### src/rtl/multicycle_ctrl_pkg.sv
// Shared definitions for the multi-cycle controller: state encodings, opcodes,
// datapath mux/ALU codes and the bundled control-word type.
package multicycle_ctrl_pkg;

    typedef enum logic [3:0] {
        S_FETCH     = 4'd0,
        S_DECODE    = 4'd1,
        S_MEM_ADDR  = 4'd2,
        S_MEM_RD    = 4'd3,
        S_MEM_WB    = 4'd4,
        S_MEM_WR    = 4'd5,
        S_R_EXEC    = 4'd6,
        S_R_WB      = 4'd7,
        S_BRANCH    = 4'd8,
        S_JUMP      = 4'd9,
        S_ADDI_EXEC = 4'd10,
        S_ADDI_WB   = 4'd11,
        S_ERROR     = 4'd15
    } state_t;

    localparam logic [5:0] OP_RTYPE = 6'b000000;
    localparam logic [5:0] OP_LW    = 6'b100011;
    localparam logic [5:0] OP_SW    = 6'b101011;
    localparam logic [5:0] OP_BEQ   = 6'b000100;
    localparam logic [5:0] OP_J     = 6'b000010;
    localparam logic [5:0] OP_ADDI  = 6'b001000;

    localparam logic [1:0] ALU_ADD   = 2'b00;
    localparam logic [1:0] ALU_SUB   = 2'b01;
    localparam logic [1:0] ALU_FUNCT = 2'b10;

    localparam logic [1:0] SRCB_REG    = 2'b00;
    localparam logic [1:0] SRCB_FOUR   = 2'b01;
    localparam logic [1:0] SRCB_IMM    = 2'b10;
    localparam logic [1:0] SRCB_IMM_SH = 2'b11;

    localparam logic [1:0] PCSRC_ALU    = 2'b00;
    localparam logic [1:0] PCSRC_BRANCH = 2'b01;
    localparam logic [1:0] PCSRC_JUMP   = 2'b10;

    typedef struct packed {
        logic       pc_en;
        logic       i_or_d;
        logic       mem_read;
        logic       mem_write;
        logic       ir_write;
        logic       reg_dst;
        logic       mem_to_reg;
        logic       reg_write;
        logic       alu_src_a;
        logic [1:0] alu_src_b;
        logic [1:0] alu_op;
        logic [1:0] pc_source;
    } ctrl_t;

    function automatic logic is_mem_state(input state_t s);
        return (s == S_FETCH) || (s == S_MEM_RD) || (s == S_MEM_WR);
    endfunction

endpackage

### src/rtl/multicycle_ctrl_decode.sv
// Combinational Moore decode of controller state (plus zero/mem_ready) into
// the datapath control word.
module ctrl_decode
    import multicycle_ctrl_pkg::*;
(
    input  state_t state,
    input  logic   zero,
    input  logic   mem_ready,
    output ctrl_t  ctrl
);

    always_comb begin
        ctrl = '0;
        case (state)
            S_FETCH: begin
                ctrl.mem_read  = 1'b1;
                ctrl.alu_src_b = SRCB_FOUR;
                ctrl.alu_op    = ALU_ADD;
                ctrl.ir_write  = mem_ready;
                ctrl.pc_en     = mem_ready;
            end
            S_DECODE: begin
                // branch target is precomputed into ALUOut here
                ctrl.alu_src_b = SRCB_IMM_SH;
                ctrl.alu_op    = ALU_ADD;
            end
            S_MEM_ADDR: begin
                ctrl.alu_src_a = 1'b1;
                ctrl.alu_src_b = SRCB_IMM;
                ctrl.alu_op    = ALU_ADD;
            end
            S_MEM_RD: begin
                ctrl.mem_read = 1'b1;
                ctrl.i_or_d   = 1'b1;
            end
            S_MEM_WB: begin
                ctrl.reg_write  = 1'b1;
                ctrl.mem_to_reg = 1'b1;
            end
            S_MEM_WR: begin
                ctrl.mem_write = 1'b1;
                ctrl.i_or_d    = 1'b1;
            end
            S_R_EXEC: begin
                ctrl.alu_src_a = 1'b1;
                ctrl.alu_src_b = SRCB_REG;
                ctrl.alu_op    = ALU_FUNCT;
            end
            S_R_WB: begin
                ctrl.reg_write = 1'b1;
                ctrl.reg_dst   = 1'b1;
            end
            S_BRANCH: begin
                ctrl.alu_src_a = 1'b1;
                ctrl.alu_src_b = SRCB_REG;
                ctrl.alu_op    = ALU_SUB;
                ctrl.pc_source = PCSRC_BRANCH;
                ctrl.pc_en     = zero;
            end
            S_JUMP: begin
                ctrl.pc_source = PCSRC_JUMP;
                ctrl.pc_en     = 1'b1;
            end
            S_ADDI_EXEC: begin
                ctrl.alu_src_a = 1'b1;
                ctrl.alu_src_b = SRCB_IMM;
                ctrl.alu_op    = ALU_ADD;
            end
            S_ADDI_WB: begin
                ctrl.reg_write = 1'b1;
            end
            default: ctrl = '0;
        endcase
    end

endmodule

### src/rtl/multicycle_ctrl.sv
// Multi-cycle control FSM: state register, memory wait/timeout counter,
// sticky trap flags and retired-instruction counter.
module multicycle_ctrl
    import multicycle_ctrl_pkg::*;
#(
    parameter int unsigned TIMEOUT_CYCLES = 15,
    parameter int unsigned CNT_W          = 32
)(
    input  logic             clk,
    input  logic             rst,
    input  logic [5:0]       opcode,
    input  logic             zero,
    input  logic             mem_ready,
    output logic             pc_en,
    output logic             i_or_d,
    output logic             mem_read,
    output logic             mem_write,
    output logic             ir_write,
    output logic             reg_dst,
    output logic             mem_to_reg,
    output logic             reg_write,
    output logic             alu_src_a,
    output logic [1:0]       alu_src_b,
    output logic [1:0]       alu_op,
    output logic [1:0]       pc_source,
    output logic [3:0]       state,
    output logic             illegal,
    output logic             bus_error,
    output logic [CNT_W-1:0] retired
);

    localparam int WAIT_W = (TIMEOUT_CYCLES == 0) ? 1 : $clog2(TIMEOUT_CYCLES + 1);

    state_t            state_q;
    logic [WAIT_W-1:0] wait_cnt;
    logic              timed_out;
    ctrl_t             ctrl;

    ctrl_decode u_decode (
        .state     (state_q),
        .zero      (zero),
        .mem_ready (mem_ready),
        .ctrl      (ctrl)
    );

    assign timed_out = (TIMEOUT_CYCLES != 0) && (wait_cnt == WAIT_W'(TIMEOUT_CYCLES));

    // side-effecting strobes are masked while reset is held so a reset mid-op aborts cleanly
    assign pc_en      = rst & ctrl.pc_en;
    assign ir_write   = rst & ctrl.ir_write;
    assign mem_read   = rst & ctrl.mem_read;
    assign mem_write  = rst & ctrl.mem_write;
    assign reg_write  = rst & ctrl.reg_write;
    assign i_or_d     = ctrl.i_or_d;
    assign reg_dst    = ctrl.reg_dst;
    assign mem_to_reg = ctrl.mem_to_reg;
    assign alu_src_a  = ctrl.alu_src_a;
    assign alu_src_b  = ctrl.alu_src_b;
    assign alu_op     = ctrl.alu_op;
    assign pc_source  = ctrl.pc_source;
    assign state      = state_q;

    always_ff @(posedge clk) begin
        if (!rst) begin
            state_q   <= S_FETCH;
            wait_cnt  <= '0;
            retired   <= '0;
            illegal   <= 1'b0;
            bus_error <= 1'b0;
        end else begin
            // counter is zero on every cycle except a stalled memory cycle,
            // which gives "cleared on entry" for free
            wait_cnt <= '0;
            if (is_mem_state(state_q) && !mem_ready) begin
                if (timed_out) begin
                    state_q   <= S_ERROR;
                    bus_error <= 1'b1;
                end else begin
                    wait_cnt <= wait_cnt + 1'b1;
                end
            end else begin
                case (state_q)
                    S_FETCH: state_q <= S_DECODE;
                    S_DECODE: begin
                        case (opcode)
                            OP_RTYPE:     state_q <= S_R_EXEC;
                            OP_LW, OP_SW: state_q <= S_MEM_ADDR;
                            OP_BEQ:       state_q <= S_BRANCH;
                            OP_J:         state_q <= S_JUMP;
                            OP_ADDI:      state_q <= S_ADDI_EXEC;
                            default: begin
                                state_q <= S_ERROR;
                                illegal <= 1'b1;
                            end
                        endcase
                    end
                    S_MEM_ADDR: begin
                        if (opcode == OP_LW) begin
                            state_q <= S_MEM_RD;
                        end else if (opcode == OP_SW) begin
                            state_q <= S_MEM_WR;
                        end else begin
                            state_q <= S_ERROR;
                            illegal <= 1'b1;
                        end
                    end
                    S_MEM_RD:    state_q <= S_MEM_WB;
                    S_R_EXEC:    state_q <= S_R_WB;
                    S_ADDI_EXEC: state_q <= S_ADDI_WB;
                    S_MEM_WB, S_MEM_WR, S_R_WB, S_BRANCH, S_JUMP, S_ADDI_WB: begin
                        state_q <= S_FETCH;
                        retired <= retired + 1'b1;
                    end
                    S_ERROR: state_q <= S_ERROR;
                    default: begin
                        state_q <= S_ERROR;
                        illegal <= 1'b1;
                    end
                endcase
            end
        end
    end

endmodule

### config.mk
export PLATFORM = sky130hd
export DESIGN_NAME = multicycle_ctrl
export DESIGN_NICKNAME = d
export VERILOG_FILES = /design/src/rtl/multicycle_ctrl_pkg.sv /design/src/rtl/multicycle_ctrl_decode.sv /design/src/rtl/multicycle_ctrl.sv
export SDC_FILE = /design/constraint.sdc
export NUM_CORES = 1
export LEC_CHECK = 0
export BUFFER_PORTS_ARGS = -buffer_cell sky130_fd_sc_hd__clkbuf_2
export CORE_MARGIN = 10
export CORE_UTILIZATION = 39
export CTS_CLUSTER_SIZE = 12
export DETAILED_ROUTE_END_ITERATION = 12
export PLACE_DENSITY = 0.73
export SETUP_SLACK_MARGIN = 0.05
export SKIP_CTS_REPAIR_TIMING = 1
export SYNTH_ARGS = -nofsm -noshare
export SYNTH_HDL_FRONTEND = slang
export SYNTH_SLANG_ARGS = --single-unit
### constraint.sdc
create_clock -name clk -period 3.75 [get_ports clk]
set_input_delay 0 -clock clk [delete_from_list [all_inputs] [get_ports clk]]
set_output_delay 0 -clock clk [all_outputs]
set_load 0.01 [all_outputs]
==> out/results.ini, run 1 <==
[floorplan]
die_w_um = 98.5
start_util_pct = 40.4
coreArea_um2 = 5960
core.rowCount = 28
die_y_um = 98.5
die_area_um2 = 9710
io_pins = 63

[sta]
fin_crit_ns = 2.94
finalMaxSlewViolations = 0
fin_skew_ns = 0.00343
slew_headroom_pct = 39.1
hold_violations = 0
whs_ns = 0.0802
worst_slew_pin_slew_ns = 0.907
max_freq_ghz = 0.341
finalSetupViolCount = 0
setup_tns_ns = 0
rsz0062_at_grt = no
fin_crit_sh_pct = 78.3

[power]
leakagePower_nw = 1.08
pwr-share-seq_pct = 40.3
power.switching_w = 0.000548
p_clk_share_pct = 25.7
power.density_nw_per_um2 = 503
p_int_w = 0.000886
power_frac_comb_pct = 34.1
vdd_drop_max_uv = 282
sw_frac_of_total_pct = 38.2

[synthesis]
synth.area.mux_share_pct = 0.832
synth_warnings = 0
yosys.area.top_type = dfxtp_1
ys_seq_area_share_pct = 35.0
syn_avg_cell_area_um2 = 7.59
synth_cells = 317
synth_top_area_share_pct = 35.0
ys_ff_latch = 42
synthSimpleGateAreaFrac_pct = 36.9
synth_compound_area_share_pct = 12.4
synthArstFlopShare_pct = 0
synth_top_family_by_area = simple AND/OR/NAND/NOR gates
netlist_area_um2 = 2400
synth-main-ff-cell = dfxtp_1
synthAdderAreaFrac_pct = 1.46
synth_edf_count = 0
synth_fp_nets = 329
yosys.cell_types.count = 42
synth.area.top_cells = dfxtp_1 (35%), nor2_1 (6.7%), xnor2_1 (6.2%), nand2_1 (4.7%), nand4_1 (3.9%)
synth_xor_area_share_pct = 9.47

[drt]
wl_per_cell_um = 14.2
drtPass1Iterations = 4
drc = 0
vias_per_cell = 5.46
drt-total-wl_mm = 6.30
first_iter_violations = 96
ant_nets = 0
vias = 2418

[clock_tree]
clkSinkCount = 42
clk_latency_ns = 0.29
cts_made_buffers = 5
cts_root_buffer = clkbuf_8
cts_tree = yes
clk_path_buf_depth = 2
clk_pin_slew_worst_paths_ns = 0.08
htree_num_levels = 2

[status]
status = complete, no violations

[place]
place_congestion = 0.901
io_buffers = 62
hpwl_mm = 4.74

[finish]
drive_above_1_share_pct = 20.4
multi_input_area_um2 = 1470
nets = 380
n_antenna_cell = 0
seqCellArea_um2 = 841
syn_to_final_growth_pct = 18.6
fill_cells = 613

[hold_path]
hold_depth = 3
min_path_type = input pin to flop

[worst_setup_path]
path_class = flop to flop
reg2regPathDepth = 5
startpoint_type = flop
cp_max_fo = 25
critPathCaptureType = flop
worst-endpoint-arrival_ns = 3.14
crit_required_ns = 3.96

[grt]
grt_pass1_vias = 2247
grt-ovfl-total = 0
antenna_found_initial = 0
track_usage_pct = 12.9
grt_pass1_wl_mm = 10.7
grt_max_degree = 35

[run]
maxCapViolations = 0

[cells in the final DEF, fill, tap and decap left out, types with 4 or more instances in the layout]
| cell type | instances |
|---|---|
| clkbuf_2 | 62 |
| nor2_1 | 43 |
| dfxtp_1 | 42 |
| nand2_1 | 30 |
| xnor2_1 | 17 |
| nor3_1 | 16 |
| a21oi_1 | 16 |
| o21ai_0 | 15 |
| nand4_1 | 15 |
| nor4_1 | 13 |
| nand3_1 | 12 |
| xor2_1 | 9 |
| nand2b_1 | 7 |
| inv_1 | 6 |
| a31oi_1 | 6 |
| clkbuf_8 | 6 |
| and3_1 | 5 |
| nor2b_1 | 5 |
| or3_1 | 5 |
| and4_1 | 5 |
| or2_2 | 4 |
[path summary, 6_finish.rpt]
| kind | to | start | slack, ns |
|---|---|---|---|
| worst max-delay path | retired[25] | state[0] | 0.81 |
| worst min-delay path | state[3] | rst | 0.08 |
| worst max register to register | retired[25] | state[0] | 0.81 |
| worst min register to register | wait_cnt[0] | wait_cnt[0] | 0.45 |
[layer usage]
metal  share of wire, %  global-route usage (%)  wire length (um)  up-vias
met4                2.0                    5.18               127        0
met1                 44                    15.3              2800     1095
li1                   -                       -                 -     1238
met2                 47                    21.1              2930       70
met3                6.9                    3.77               435       15
met5                  0                       0                 0        -
[state kept, by name, indices dropped and copies added (netlist names)]
| signal | count |
|---|---|
| retired | 32 |
| illegal | 1 |
| state | 4 |
| wait_cnt | 4 |
| bus_error | 1 |
[worst max-delay path, stage by stage (launching register included)]
cell and delay, ns:
dfxtp_1 0.81, nor2b_1 0.24, nand4b_4 0.39, or4_1 0.75
or4_1 0.51, a21oi_1 0.14
[kinds of logic (layout without fill, tap and decap cells)]
logic type / after synthesis / count (layout)
flip-flops: 42 / 42
AND/OR/NAND/NOR: 169 / 169
adder cells (fa/ha/maj): 3 / 3
buffers and inverters: 25 / 76
multiplexers: 2 / 2
XOR/XNOR: 26 / 26
AO/OA/AOI/OAI: 50 / 50
[final cells by class]
class / count / area share (%)
Tap cell: 75 / 3.29
Multi-Input combinational cell: 250 / 51.5
Inverter: 7 / 0.921
Sequential cell: 42 / 29.5
Timing Repair Buffer: 62 / 10.9
Clock inverter: 1 / 1.05
Clock buffer: 6 / 2.90
[per-stage QoR]
step | std cells | worst slack [ns] | utilization, % | instance area, um^2 | power (W)
after CTS | 443 | 0.826 | 47.9 | 2850 | 0.00144
after detailed placement | 436 | 0.838 | 46.0 | 2740 | 0.00108
after global routing | 443 | 0.575 | 47.9 | 2850 | 0.00153
final | 443 | 0.813 | 47.9 | 2850 | 0.00143
after global placement | 436 | 0.932 | 46.0 | 2740 | 0.00107
after floorplan | 317 | 1.63 | - | 2400 | 0.000917
[Yosys cell counts (all sizes together), types with 3 or more instances]
| master | number |
|---|---|
| nand4 | 15 |
| a21oi | 16 |
| xnor2 | 17 |
| xor2 | 9 |
| o21a | 3 |
| nor2 | 43 |
| nand3 | 12 |
| nand2b | 7 |
| and4 | 5 |
| clkbuf | 15 |
| nor2b | 5 |
| or2 | 4 |
| dfxtp | 42 |
| inv | 6 |
| buf | 3 |
| o21ai | 15 |
| and3 | 5 |
| a31oi | 6 |
| or3 | 5 |
| nand2 | 30 |
| nor3 | 16 |
| nor4 | 13 |
[power groups by stage]
stage / Sequential, W / Combinational (W) / Clock [W]
after CTS: 0.000576 / 0.000493 / 0.000375
final: 0.000578 / 0.000488 / 0.000368
after global placement: 0.000581 / 0.000488 / 0
after floorplan: 0.000530 / 0.000388 / 0
after detailed placement: 0.000587 / 0.000489 / 0
after global routing: 0.000591 / 0.000540 / 0.000399
No activity file was read; power rests on OpenSTA's default activity.
==> inputs of run 2 (changes only) <==
==> constraint.sdc (replaced) <==
create_clock -name clk -period 2.8 [get_ports clk]
set_input_delay 0 -clock clk [delete_from_list [all_inputs] [get_ports clk]]
set_output_delay 0 -clock clk [all_outputs]
set_load 0.01 [all_outputs]
==> run 2 against run 1 <==
Effect of this change: clock power up 13%; largest cell class unchanged; clock skew up 0.0056 ns; highest routed layer unchanged; combinational power up 56%.
==> out/results.ini, run 2 (synthesized netlist as in run 1, its figures left out) <==
[sta]
hold_violations = 0  ; unchanged
setup_tns_ns = 0  ; unchanged
fin_crit_sh_pct = 85.0  ; +6.7 points
fin_crit_ns = 2.38  ; -0.557 ns
finalSetupViolCount = 0  ; unchanged
worst_slew_pin_slew_ns = 0.530  ; -0.377 ns
finalMaxSlewViolations = 0  ; unchanged
max_freq_ghz = 0.420  ; +23%
slew_headroom_pct = 64.2  ; +25 points
rsz0062_at_grt = no
fin_skew_ns = 0.00901  ; +0.00557 ns

[finish]
nets = 386  ; +1.6%
syn_to_final_growth_pct = 19.7
fin_util_pct = 48.3  ; +0.46 points
n_antenna_cell = 0  ; unchanged
drive_above_1_share_pct = 21.9  ; +1.5 points
largest_reg_flops = 32  ; unchanged
layout_commonest_cell = clkbuf_2
fill_cells = 594  ; -3.1%
largest-register = retired
final_cell_mix = clkbuf_2 (62), nor2_1 (43), dfxtp_1 (42)

[power]
power.density_nw_per_um2 = 655  ; +30%
vdd_drop_max_uv = 364  ; +29%
power.switching_w = 0.000750  ; +37%
pwr-share-seq_pct = 37.6  ; -2.7 points
p_int_w = 0.00114  ; +28%
power_frac_comb_pct = 40.3  ; +6.2 points
leakagePower_nw = 1.10  ; +1.8%
sw_frac_of_total_pct = 39.8  ; +1.6 points
p_clk_share_pct = 22.1  ; -3.6 points

[grt]
track_usage_pct = 13.3  ; +0.45 points
grt_max_degree = 31  ; -11%
grt_pass1_vias = 2401  ; +6.9%
grt_pass1_wl_mm = 11.1  ; +3.5%
grt-ovfl-total = 0  ; unchanged
antenna_found_initial = 0  ; unchanged

[worst_setup_path]
crit_end = retired[25]
path_class = flop to flop
startpoint = state[2]
path_cells = or2_2 > nand4b_4 > or4_1 > or4_1 > a21oi_1
rr_endpoint = retired[25]
r2r_start = state[2]
startpoint_type = flop
crit_top_cell = or4_1
crit_required_ns = 3.03  ; -0.93 ns
worst-endpoint-arrival_ns = 2.61  ; -0.53 ns
critPathCaptureType = flop
cp_max_fo = 15  ; -40%
cp_slowest_cell = or4_1
r2r_slack_ns = 0.42  ; -0.39 ns
reg2regPathDepth = 5  ; unchanged
worst_path_largest_cell_delay_ns = 0.67  ; -0.14 ns

[drt]
wl_per_cell_um = 14.3  ; +0.70%
drtPass1Iterations = 4  ; unchanged
vias_per_cell = 5.60  ; +2.6%
ant_nets = 0  ; unchanged
first_iter_violations = 116  ; +21%
vias = 2521  ; +4.3%
drc = 0  ; unchanged
drt-total-wl_mm = 6.44  ; +2.3%

[hold_path]
min_path_type = input pin to flop

[floorplan]
core.rowCount = 28  ; unchanged
io_pins = 63  ; unchanged
die_y_um = 98.5  ; unchanged
die_w_um = 98.5  ; unchanged
die_area_um2 = 9710  ; unchanged
coreArea_um2 = 5960  ; unchanged
start_util_pct = 40.4  ; unchanged

[clock_tree]
cts_tree = yes
htree_num_levels = 2  ; unchanged
cts_made_buffers = 5  ; unchanged
cts_root_buffer = clkbuf_8
clkSinkCount = 42  ; unchanged
clk_pin_slew_worst_paths_ns = 0.08  ; about the same
clk_latency_ns = 0.30  ; about the same
clk_path_buf_depth = 2  ; unchanged

[run]
maxCapViolations = 0  ; unchanged

[place]
io_buffers = 62  ; unchanged
place_congestion = 0.886  ; -1.7%
hpwl_mm = 4.93  ; +4.1%

[status]
status = complete, no violations

-- run 2: layout make-up --
cell class                      count  area (um^2)  share of cell area [%]
Multi-Input combinational cell    250         1470                    51.0
Sequential cell                    42          841                    29.2
Timing Repair Buffer               68          355                    12.3
Tap cell                           75         93.8                    3.26
Clock buffer                        6         82.6                    2.87
Inverter                            7         26.3                   0.913
Clock inverter                      2         12.5                   0.435
-- run 2: worst min path at each step --
stage	depth (start not counted)	to	start	slack (ns)
after global placement	4	pc_en	zero	0.39
after floorplan	2	retired[30]	rst	0.15
after CTS	2	retired[28]	rst	0.08
final	2	retired[28]	rst	0.08
after detailed placement	3	state[0]	opcode[4]	0.38
after global routing	2	retired[28]	rst	0.12
-- run 2: critical path: cells and delay by family, from the launching register on --
kind            cells  cell delay [ns]
flops               1             0.62
compound gates      1             0.14
simple gates        4             1.55
-- run 2: power groups by stage --
stage	registers, W	clock network [W]	logic (W)
floorplan	0.000710	0	0.000519
global placement	0.000716	0	0.000755
detailed placement	0.000722	0	0.000757
CTS	0.000708	0.000424	0.000761
global route	0.000721	0.000454	0.000851
finish	0.000710	0.000416	0.000760
-- run 2: routing by layer --
layer  track usage, %  vias to the layer above  wire length, um
met5                0                        -                0
met4             7.06                        0              193
met3             4.40                       19              468
met2             21.7                       89             3030
met1             15.0                     1159             2750
li1                 -                     1254                -
-- run 2: per-stage QoR --
step | total power [W] | area [um^2] | instances | setup slack, ns | hold slack (ns)
after floorplan | 0.00123 | 2400 | 317 | 0.680 | 0.152
after global placement | 0.00147 | 2780 | 442 | 0.509 | 0.387
after detailed placement | 0.00148 | 2780 | 442 | 0.466 | 0.378
after CTS | 0.00189 | 2880 | 450 | 0.445 | 0.0806
after global routing | 0.00203 | 2880 | 450 | 0.247 | 0.118
final | 0.00189 | 2880 | 450 | 0.420 | 0.0806
